[src/rtl/booth_controller.sv]
// ---------------------------------------------------------------------------
// booth_controller
//   Sequencing FSM for a radix-2 Booth multiplier.  It drives an external
//   datapath made of A (multiplicand), M (accumulator), Q (multiplier),
//   Q0 (Booth history bit) and an iteration down-counter C.
//
//   State table
//   state | meaning
//   IDLE  | waiting for start; operands captured on acceptance
//   CLR   | one-cycle clear of all datapath registers
//   LDA   | load multiplicand into A, load C with BIT
//   LDQ   | load multiplier into Q, clear internal iteration count
//   EVAL  | Booth pair decode: 10 -> M-A, 01 -> M+A, 00/11 -> no change
//   SHIFT | arithmetic right shift of {M,Q,Q0}, decrement C
//   CHECK | decide: C exhausted -> DONE, iteration limit -> DONE with err
//   DONE  | one-cycle completion pulse
//
// Ports
//   clk, clr          clock, synchronous active-high reset
//   start             multiply request (only sampled in IDLE)
//   a_in, b_in        signed operands, captured with start
//   count             datapath down-counter value
//   cmp               {Q[0], Q0} Booth pair from datapath
//   data              operand bus to datapath (0 outside LDA/LDQ)
//   ldA..countdown    datapath load/decrement strobes
//   selM, selQ        M / Q source selects
//   dp_clr            datapath clear
//   busy, done, err   status; err only valid while done is high
// ---------------------------------------------------------------------------
module booth_controller #(
    parameter int BIT = 8
) (
    input  logic           clk,
    input  logic           clr,
    input  logic           start,
    input  logic [BIT-1:0] a_in,
    input  logic [BIT-1:0] b_in,
    input  logic [BIT-1:0] count,
    input  logic [1:0]     cmp,
    output logic [BIT-1:0] data,
    output logic           ldA,
    output logic           ldB,
    output logic           ldM,
    output logic           ldQ,
    output logic           ldQ0,
    output logic           ldC,
    output logic           countdown,
    output logic [1:0]     selM,
    output logic           selQ,
    output logic           dp_clr,
    output logic           busy,
    output logic           done,
    output logic           err
);

    localparam int IW = $clog2(BIT + 1);
    localparam logic [IW-1:0] ITER_MAX = IW'(BIT);

    typedef enum logic [2:0] {
        S_IDLE,
        S_CLR,
        S_LDA,
        S_LDQ,
        S_EVAL,
        S_SHIFT,
        S_CHECK,
        S_DONE
    } state_t;

    state_t          state;
    state_t          state_nx;
    logic [BIT-1:0]  opa;
    logic [BIT-1:0]  opb;
    logic [IW-1:0]   iter;
    logic            err_q;
    logic            count_zero;

    assign count_zero = (count == '0);

    always_ff @(posedge clk) begin
        if (clr) begin
            state <= S_IDLE;
            opa   <= '0;
            opb   <= '0;
            iter  <= '0;
            err_q <= 1'b0;
        end else begin
            state <= state_nx;
            case (state)
                S_IDLE: begin
                    if (start) begin
                        opa <= a_in;
                        opb <= b_in;
                    end
                end
                S_LDQ:   iter <= '0;
                S_SHIFT: iter <= iter + IW'(1);
                S_CHECK: begin
                    // err_q is only consumed in DONE, so it is safe to
                    // update it on every CHECK pass.
                    if (count_zero) begin
                        err_q <= 1'b0;
                    end else if (iter == ITER_MAX) begin
                        err_q <= 1'b1;
                    end
                end
                default: ;
            endcase
        end
    end

    always_comb begin
        state_nx  = state;
        data      = '0;
        ldA       = 1'b0;
        ldB       = 1'b0;
        ldM       = 1'b0;
        ldQ       = 1'b0;
        ldQ0      = 1'b0;
        ldC       = 1'b0;
        countdown = 1'b0;
        selM      = 2'b00;
        selQ      = 1'b0;
        dp_clr    = 1'b0;
        busy      = (state != S_IDLE);
        done      = 1'b0;
        err       = 1'b0;

        case (state)
            S_IDLE: begin
                if (start) state_nx = S_CLR;
            end
            S_CLR: begin
                dp_clr   = 1'b1;
                state_nx = S_LDA;
            end
            S_LDA: begin
                data     = opa;
                ldA      = 1'b1;
                ldC      = 1'b1;
                state_nx = S_LDQ;
            end
            S_LDQ: begin
                data     = opb;
                ldQ      = 1'b1;
                selQ     = 1'b0;
                state_nx = S_EVAL;
            end
            S_EVAL: begin
                case (cmp)
                    2'b10: begin
                        ldM  = 1'b1;
                        selM = 2'b10;
                    end
                    2'b01: begin
                        ldM  = 1'b1;
                        selM = 2'b01;
                    end
                    default: ;
                endcase
                state_nx = S_SHIFT;
            end
            S_SHIFT: begin
                ldM       = 1'b1;
                selM      = 2'b11;
                ldQ       = 1'b1;
                selQ      = 1'b1;
                ldQ0      = 1'b1;
                countdown = 1'b1;
                state_nx  = S_CHECK;
            end
            S_CHECK: begin
                if (count_zero || (iter == ITER_MAX)) begin
                    state_nx = S_DONE;
                end else begin
                    state_nx = S_EVAL;
                end
            end
            S_DONE: begin
                done     = 1'b1;
                err      = err_q;
                state_nx = S_IDLE;
            end
            default: state_nx = S_IDLE;
        endcase
    end

endmodule
[config.mk]
export PLATFORM = sky130hd
export DESIGN_NAME = booth_controller
export DESIGN_NICKNAME = d
export VERILOG_FILES = /design/src/rtl/booth_controller.sv
export SDC_FILE = /design/constraint.sdc
export NUM_CORES = 1
export LEC_CHECK = 0
export ABC_AREA = 1
export CORE_MARGIN = 2
export CORE_UTILIZATION = 32
export CTS_CLUSTER_DIAMETER = 50
export CTS_CLUSTER_SIZE = 25
export DETAILED_ROUTE_END_ITERATION = 10
export SYNTH_ARGS = -nofsm -noshare
export SYNTH_HDL_FRONTEND = slang
export SYNTH_SLANG_ARGS = --single-unit
[constraint.sdc]
create_clock -name clk -period 2.4 [get_ports clk]
set_input_delay 0.48 -clock clk [delete_from_list [all_inputs] [get_ports clk]]
set_output_delay 0.48 -clock clk [all_outputs]
set_load 0.01 [all_outputs]
* After elaboration in Yosys (flattened, before gate mapping)
Index checks and enable logic that the tools add are counted.
** Word-level totals
- Bits in registers :: 24
- Output and inout port bits :: 22
- Word-level logic and storage cells :: 44
** Cells by class
- Add/sub/neg operators :: 1
- Equality and inequality tests :: 11
- Mux-type cells :: 17
- Reduce and logical (&&, ||, !) cells :: 10
** Operator list (number)
- 3-bit case mux with 8 select lines :: 1
- 8-bit case mux with 2 select lines :: 1
- 3-bit equality test (second input constant) :: 4
- 1-bit 2-to-1 mux :: 9
- 8-bit logical NOT :: 1
- 2-bit case mux with 2 select lines :: 2
- 4-bit case mux with 2 select lines :: 1
- 3-bit by 2-bit equality test with 1-bit output (second input constant) :: 2
- 4-bit by 1-bit adder with 4-bit output (second input constant) :: 1
- 4-bit equality test (second input constant) :: 1
- 2-bit AND reduction :: 2
- 2-bit nonzero test :: 2
- 2-bit OR reduction :: 2
- 3-bit by 1-bit equality test with 1-bit output (second input constant) :: 1
- 3-bit logical NOT :: 1
- 3-bit 2-to-1 mux :: 1
- 3-bit nonzero test :: 1
- 2-bit by 1-bit equality test with 1-bit output (second input constant) :: 1
- 2-bit equality test (second input constant) :: 1
- 2-bit 2-to-1 mux :: 1
- 2-bit inequality test (second input constant) :: 1
- 1-bit case mux with 2 select lines :: 1
- 1-bit logical OR :: 1

* Depth between registers and ports, before layout
Gate-level depths: netlist of the first run.
- Word-level depth :: 4
- Depth in mapped cells :: 7
- Gate-level depth less buffers :: 7

* Least setup slack after synthesis of the first run
Ideal clock, no wire load.
- Path type :: input to output
- From :: in cmp[0]
- To :: out ldM
- Arrival :: 1147 ps
- Required time :: 1920 ps
- Setup slack :: 773 ps
- Stages :: 3
- Buffers on the path :: 0
- Cell sequence :: inv_1 ha_1 a211oi_1
** On the way
- Longest elaborated chain between the ends :: 4
- Elaborated cells between the ends (all ways) :: 5
- Classes of those cells :: eq/ne (2); mux (2); reduce/logical (1)
** Ends and longest elaborated chain
- from (decl) :: line 39 : input logic [1:0] cmp,
- 2-bit by 1-bit equality test with 1-bit output / 2-bit equality test (equally long branches) :: line 150 : case (cmp)
- 2-bit OR reduction (no line) *
- 1-bit 2-to-1 mux * :: line 150
- 1-bit case mux with 2 select lines * :: line 129 : case (state)
- to (decl) :: line 43 : output logic ldM,
Mark *: on every way between the ends. The rest lies on a longest branch, timed or not.

* Final worst setup path of the first run
Ends and elaborated chain as after synthesis.

==> results by group, run 1 <==
CTS
  • Clock Tree Buf Depth: 2
  • Clk slew on worst S/H paths: 0.08 ns
  • CTS tree: done
  • Clk sinks: 24
  • CTS Buf Count: 3
  • Root Buffer: clkbuf_8
  • Max H-tree Level: 1
  • Quantity of hold-fixing buffers added after cts: 0
  • Post-CTS Setup Bufs: 0
  • Skew-Pair Late Insertion Delay: 0.26 ns

Critical path
  • CP max FO: 2
  • Startpoint Class: input port
  • Crit path kind: input port to primary output
  • Crit path capture type: primary output
  • Worst endpoint required time: 1.92 ns
  • Critical path arrival: 1.87 ns

Synth
  • Number of synthesized register bits: 24
  • Mean Syn Cell Area: 7.48 sq um
  • Syn Inst Count: 165
  • Sequential area share after synthesis: 38.9%
  • Area share of the largest cell type after synthesis: 38.9%
  • Cell Area, Synth: 0.00123 sq mm
  • YS warnings: 0
  • Top cells by area, synth: dfxtp_1 39%, a21oi_1 8.5%, inv_1 8.2%
  • Syn nets: 198
  • Dominant cell type by area after synthesis: dfxtp_1
  • Count of cell types in the netlist: 25

Detailed routing
  • Via count: 1,190
  • Met3 routed WL: 224 um
  • DR iter-0 viols: 12
  • Top Layer Used: met4
  • Met2 routed WL: 1280 um
  • DRT antenna net count: 0
  • Detailed Routing Iterations Pass 1: 4
  • DRC errors left: 0
  • Vias per cell: 4.63
  • DR WL/cell: 11.0 um
  • Post-Route WL: 2820 um
  • Metal1 wirelength: 1300 um

Final layout
  • Layout area overhead: 43.9%
  • Non-filler cells, final: 257
  • Fraction of layout cells with a size suffix above 1: 9.09%
  • Fillers: 377
  • Antenna diode count: 0
  • Sequential Area: 480 sq um
  • Multi-input logic area: 563 sq um
  • Nets: 244

Min path
  • Min-delay worst type: flop to flop

Power and ir drop
  • Leakage power: 0.745 nW
  • P per Cell Area: 792 mW/mm^2
  • Power Total: 0.00141 W
  • Worst vdd ir: 423 uV

Timing
  • Period utilisation layout: 97.8%
  • Final min period: 2.35 ns
  • Final setup fails: 0
  • Fin. Hold Viols: 0
  • Fin worst setup slack: 0.0526 ns
  • Pins Over Slew Limit: 0
  • Fmax: 426 MHz
  • RSZ-0062 raised after global routing: false
  • Final Skew: 0.00278 ns

Placed design
  • Final HPWL DP: 2150 um
  • Dpl ws: -0.212 ns
  • Number of port buffers: 49
  • DP Cell Count: 254
  • Placer Congestion: 0.791

Global route
  • First-pass GRT wire length: 4450 um
  • Initial antenna violation count: 0
  • Pin count of the biggest net entering global routing: 33
  • Grt total ovfl: 0
  • Vias in the first global route: 1,058
  • Gr usage total: 13.0%

Floorplan
  • Area of the core: 0.00369 sq mm
  • Die area: 0.00437 sq mm
  • Initial core utilization: 33.4%
  • Die Wd: 66.1 um
  • Num ports: 51
  • Die Y: 66.1 um
  • # rows: 22

Job
  • # Max-Cap Violations: 0

Outcome
  • Outcome: finished, final reports clean
[power by group]
part	internal [W]	switching (W)	total (W)	leakage, nW
Clock	0.000112	0.000117	0.000229	0.0216
Sequential	0.000495	0.0000548	0.000550	0.197
Combinational	0.000274	0.000353	0.000627	0.526
Total	0.000881	0.000525	0.00141	0.745
[final cells by class]
cell class	count	area share [%]
inverter	31	6.84
sequential	24	27.1
multi-input combinational	100	31.7
clock buffer	3	2.33
tap	48	3.38
timing repair buffer	51	28.7
[state kept, by name (all words and copies together), names as in the netlist]
| register | cells |
|---|---|
| state | 3 |
| iter | 4 |
| opa | 8 |
| err_q | 1 |
| opb | 8 |
[stage by stage]
| stage | cell area (sq um) | utilization [%] | hold WS [ns] | setup TNS [ns] |
|---|---|---|---|---|
| final | 1780 | 48.1 | 0.453 | 0 |
| after CTS | 1760 | 47.7 | 0.456 | 0 |
| after global routing | 1780 | 48.1 | 0.479 | 0 |
| after global placement | 1720 | 46.6 | 0.438 | -0.147 |
| after detailed placement | 1720 | 46.6 | 0.444 | -0.212 |
| after floorplan | 1230 | - | 0.427 | 0 |
[critical path, stage by stage]
cell and delay (ns):
clkdlybuf4s50_1 0.48, inv_1 0.05, ha_1 0.28, a211oi_1 0.27, dlygate4sd2_1 0.30
[path summary, 6_finish.rpt]
path / startpoint / slack [ns] / cells past startpoint / endpoint
max: cmp[0] / 0.05 / 5 / ldM
min: opa[1] / 0.45 / 2 / opa[1]
max reg2reg: state[0] / 1.01 / 6 / opb[1]
min reg2reg: opa[1] / 0.45 / 2 / opa[1]
[repair_timing]
item,CTS,global route
pin swaps,0,0
gates resized for setup,1,4
setup endpoints to repair,1,8
[cells in the final DEF (no fill, tap or decap), drive strengths merged]
master	instances
nor3	3
nor2	12
dfxtp	24
buf	2
o21ai	19
nand2	18
and3	1
nand3b	1
o22ai	8
nand3	10
a21oi	21
dlygate4sd2	1
nor4	1
inv	31
dlymetal6s2s	2
ha	4
conb	1
clkbuf	3
clkdlybuf4s50	46
a211oi	1
[synthesized netlist by cell type]
cell type  number
inv_4           1
nand2_4         2
ha_1            4
nor2_2          1
nand3_1         8
nand2_1        16
nor4_1          1
inv_2           3
o21ai_2         5
nand3_2         2
a21oi_1        21
and3_1          1
buf_6           3
a211oi_1        1
clkbuf_1        2
nor3_1          3
dfxtp_1        24
buf_4           5
conb_1          1
o22ai_1         8
nor2_1         11
o21ai_0         4
inv_1          27
nand3b_1        1
o21ai_1        10
[layer usage]
layer	vias up	global-route usage, %
met1	523	16.3
met5	-	0
met3	2	2.39
met4	0	5.36
li1	624	-
met2	41	21.8
[cells by family (layout without fill, tap and decap cells)]
kind of cell | Yosys count | count (layout) | share of synthesized area [%]
AO/OA/AOI/OAI | 49 | 49 | 22.4
adder cells (fa/ha/maj) | 4 | 4 | 4.06
buffers and inverters | 41 | 85 | 16.0
flip-flops | 24 | 24 | 38.9
other | 1 | 1 | 0.304
AND/OR/NAND/NOR | 46 | 46 | 18.3
(Power assumes the default switching activity.)
==> run 2: changes to the inputs <==
--- a/config.mk
+++ b/config.mk
@@ -7,10 +7,11 @@
 export LEC_CHECK = 0
 export ABC_AREA = 1
 export CORE_MARGIN = 2
-export CORE_UTILIZATION = 32
+export CORE_UTILIZATION = 40
 export CTS_CLUSTER_DIAMETER = 50
 export CTS_CLUSTER_SIZE = 25
 export DETAILED_ROUTE_END_ITERATION = 10
+export PLACE_DENSITY = 0.76
 export SYNTH_ARGS = -nofsm -noshare
 export SYNTH_HDL_FRONTEND = slang
 export SYNTH_SLANG_ARGS = --single-unit
==> run 2 against run 1 <==
Clock power down 8%; wire length down 3.2%; fmax up 2.7%; critical path type is now flop to primary output; critical endpoint is now data[2].
==> results by group, run 2 (same netlist as run 1, synthesis figures left out) <==
Outcome
  • Outcome: finished, final reports clean (unchanged)

Detailed routing
  • Detailed Routing Iterations Pass 1: 4 (unchanged)
  • DRT antenna net count: 0 (unchanged)
  • Vias per cell: 4.82 (was 4.63)
  • DR iter-0 viols: 27 (was 12)
  • Via count: 1,185 (was 1,190)
  • Post-Route WL: 2730 um (was 2820 um)
  • DR WL/cell: 11.1 um (was 11.0 um)
  • DRC errors left: 0 (unchanged)

Timing
  • Pins Over Slew Limit: 0 (unchanged)
  • Final Skew: 0.00311 ns (was 0.00278 ns)
  • RSZ-0062 raised after global routing: false (unchanged)
  • Final setup fails: 0 (unchanged)
  • Fin worst setup slack: 0.114 ns (was 0.0526 ns)
  • Fmax: 437 MHz (was 426 MHz)
  • Period utilisation layout: 95.3% (was 97.8%)
  • Fin. Hold Viols: 0 (unchanged)
  • Worst hold margin: 0.458 ns (was 0.453 ns)
  • Final min period: 2.29 ns (was 2.35 ns)

Global route
  • Vias in the first global route: 1,097 (was 1,058)
  • Initial antenna violation count: 0 (unchanged)
  • Grt total ovfl: 0 (unchanged)
  • First-pass GRT wire length: 4490 um (was 4450 um)
  • Pin count of the biggest net entering global routing: 33 (unchanged)
  • Gr usage total: 16.4% (was 13.0%)

Final layout
  • Most common cell after layout, fill and taps aside: clkdlybuf4s50_1 (unchanged)
  • Most frequent cells in the layout: 42 x clkdlybuf4s50_1, 27 x inv_1, 22 x dfxtp_1 (was 46 x clkdlybuf4s50_1, 27 x inv_1, 24 x dfxtp_1)
  • Fraction of layout cells with a size suffix above 1: 11.7% (was 9.09%)
  • Nets: 247 (was 244)
  • Antenna diode count: 0 (unchanged)
  • Non-filler cells, final: 246 (was 257)
  • Post-Route Utilization: 59.2% (was 48.1%)
  • Layout area overhead: 44.0% (was 43.9%)
  • Top Registers: opa x8, opb x8, iter x4 (unchanged)

Placed design
  • Final HPWL DP: 2010 um (was 2150 um)
  • Number of port buffers: 49 (unchanged)
  • DP Cell Count: 240 (was 254)
  • Placer Congestion: 0.717 (was 0.791)
  • Dpl ws: -0.154 ns (was -0.212 ns)

CTS
  • Root Buffer: clkbuf_4 (was clkbuf_8)
  • Clock Tree Buf Depth: 2 (unchanged)
  • Max H-tree Level: 1 (unchanged)
  • Clk sinks: 24 (unchanged)
  • Skew-Pair Late Insertion Delay: 0.31 ns (was 0.26 ns)
  • CTS Buf Count: 3 (unchanged)
  • Clk slew on worst S/H paths: 0.12 ns (was 0.08 ns)
  • CTS tree: done (unchanged)

Critical path
  • Crit path capture type: primary output (unchanged)
  • Buffers plus inverters on the worst setup path: 3 (unchanged)
  • CP max FO: 13 (was 2)
  • Critical path arrival: 1.81 ns (was 1.87 ns)
  • Critical path's top delay family: buffers and inverters (unchanged)
  • Crit path kind: flop to primary output (was input port to primary output)
  • Startpoint Class: flop (was input port)
  • Crit-path max cell delay: 0.57 ns (was 0.48 ns)
  • CP Cell Sequence: inv_2, nand3_1, buf_4, o22ai_1, clkdlybuf4s50_1 (was clkdlybuf4s50_1, inv_1, ha_1, a211oi_1, dlygate4sd2_1)
  • Slowest CP cell: clkdlybuf4s50_1 (unchanged)
  • Worst endpoint required time: 1.92 ns (about the same)

Floorplan
  • Num ports: 51 (unchanged)
  • Initial core utilization: 41.1% (was 33.4%)
  • Area of the core: 0.00300 sq mm (was 0.00369 sq mm)
  • Die Y: 59.5 um (was 66.1 um)
  • Die area: 0.00354 sq mm (was 0.00437 sq mm)
  • Die Wd: 59.5 um (was 66.1 um)
  • # rows: 20 (was 22)

Power and ir drop
  • Power Total: 0.00138 W (was 0.00141 W)
  • Leakage power: 0.829 nW (was 0.745 nW)
  • Worst vdd ir: 403 uV (was 423 uV)
  • P per Cell Area: 778 mW/mm^2 (was 792 mW/mm^2)

Min path
  • Min-delay worst type: flop to flop (unchanged)

Job
  • # Max-Cap Violations: 0 (unchanged)
-- run 2: final timing paths --
| check | slack [ns] | depth (start not counted) | endpoint | startpoint |
|---|---|---|---|---|
| setup / recovery | 0.11 | 5 | data[2] | state[2] |
| hold / removal | 0.46 | 2 | opa[7] | opa[7] |
| setup reg to reg | 1.04 | 6 | opb[2] | state[0] |
| hold reg to reg | 0.46 | 2 | opa[7] | opa[7] |
-- run 2: where the power goes --
group	internal, W	switching, W
Sequential	0.000497	0.0000509
Clock	0.0000928	0.000117
Combinational	0.000276	0.000348
-- run 2: tightest hold or removal path, delay by kind of cell (launching register included) --
family	cells	cell delay [ns]
buf+inv	1	0.06
flops	1	0.32
compound gates	1	0.05
-- run 2: what timing repair did --
item                       4_1_cts  5_1_grt
setup endpoints to repair        3        9
hold buffers                     0        0
setup buffers                    2        0
gates resized for setup          1        8
-- run 2: layout make-up --
class                           count  area, sq um
Inverter                           31          119
Sequential cell                    24          483
Timing Repair Buffer               54          542
Clock buffer                        4         36.3
Tap cell                           33         41.3
Multi-Input combinational cell    100          556
Fill cell                         280         1230
-- run 2: per-stage QoR --
| step | area (sq um) | setup TNS, ns |
|---|---|---|
| 2_1_floorplan | 1230 | 0 |
| 3_3_place_gp | 1710 | -0.142 |
| 3_5_place_dp | 1710 | -0.154 |
| 4_1_cts | 1760 | 0 |
| 5_1_grt | 1780 | 0 |
| 6_report | 1780 | 0 |
-- run 2: routing by layer --
metal  GRT usage [%]  share of wire [%]  up-vias
met1            19.9                 46      501
met2            27.6                 43       45
li1                -                  -      634
met3            4.59                9.1        5
met4            5.71                1.3        0
met5               0                  0        -
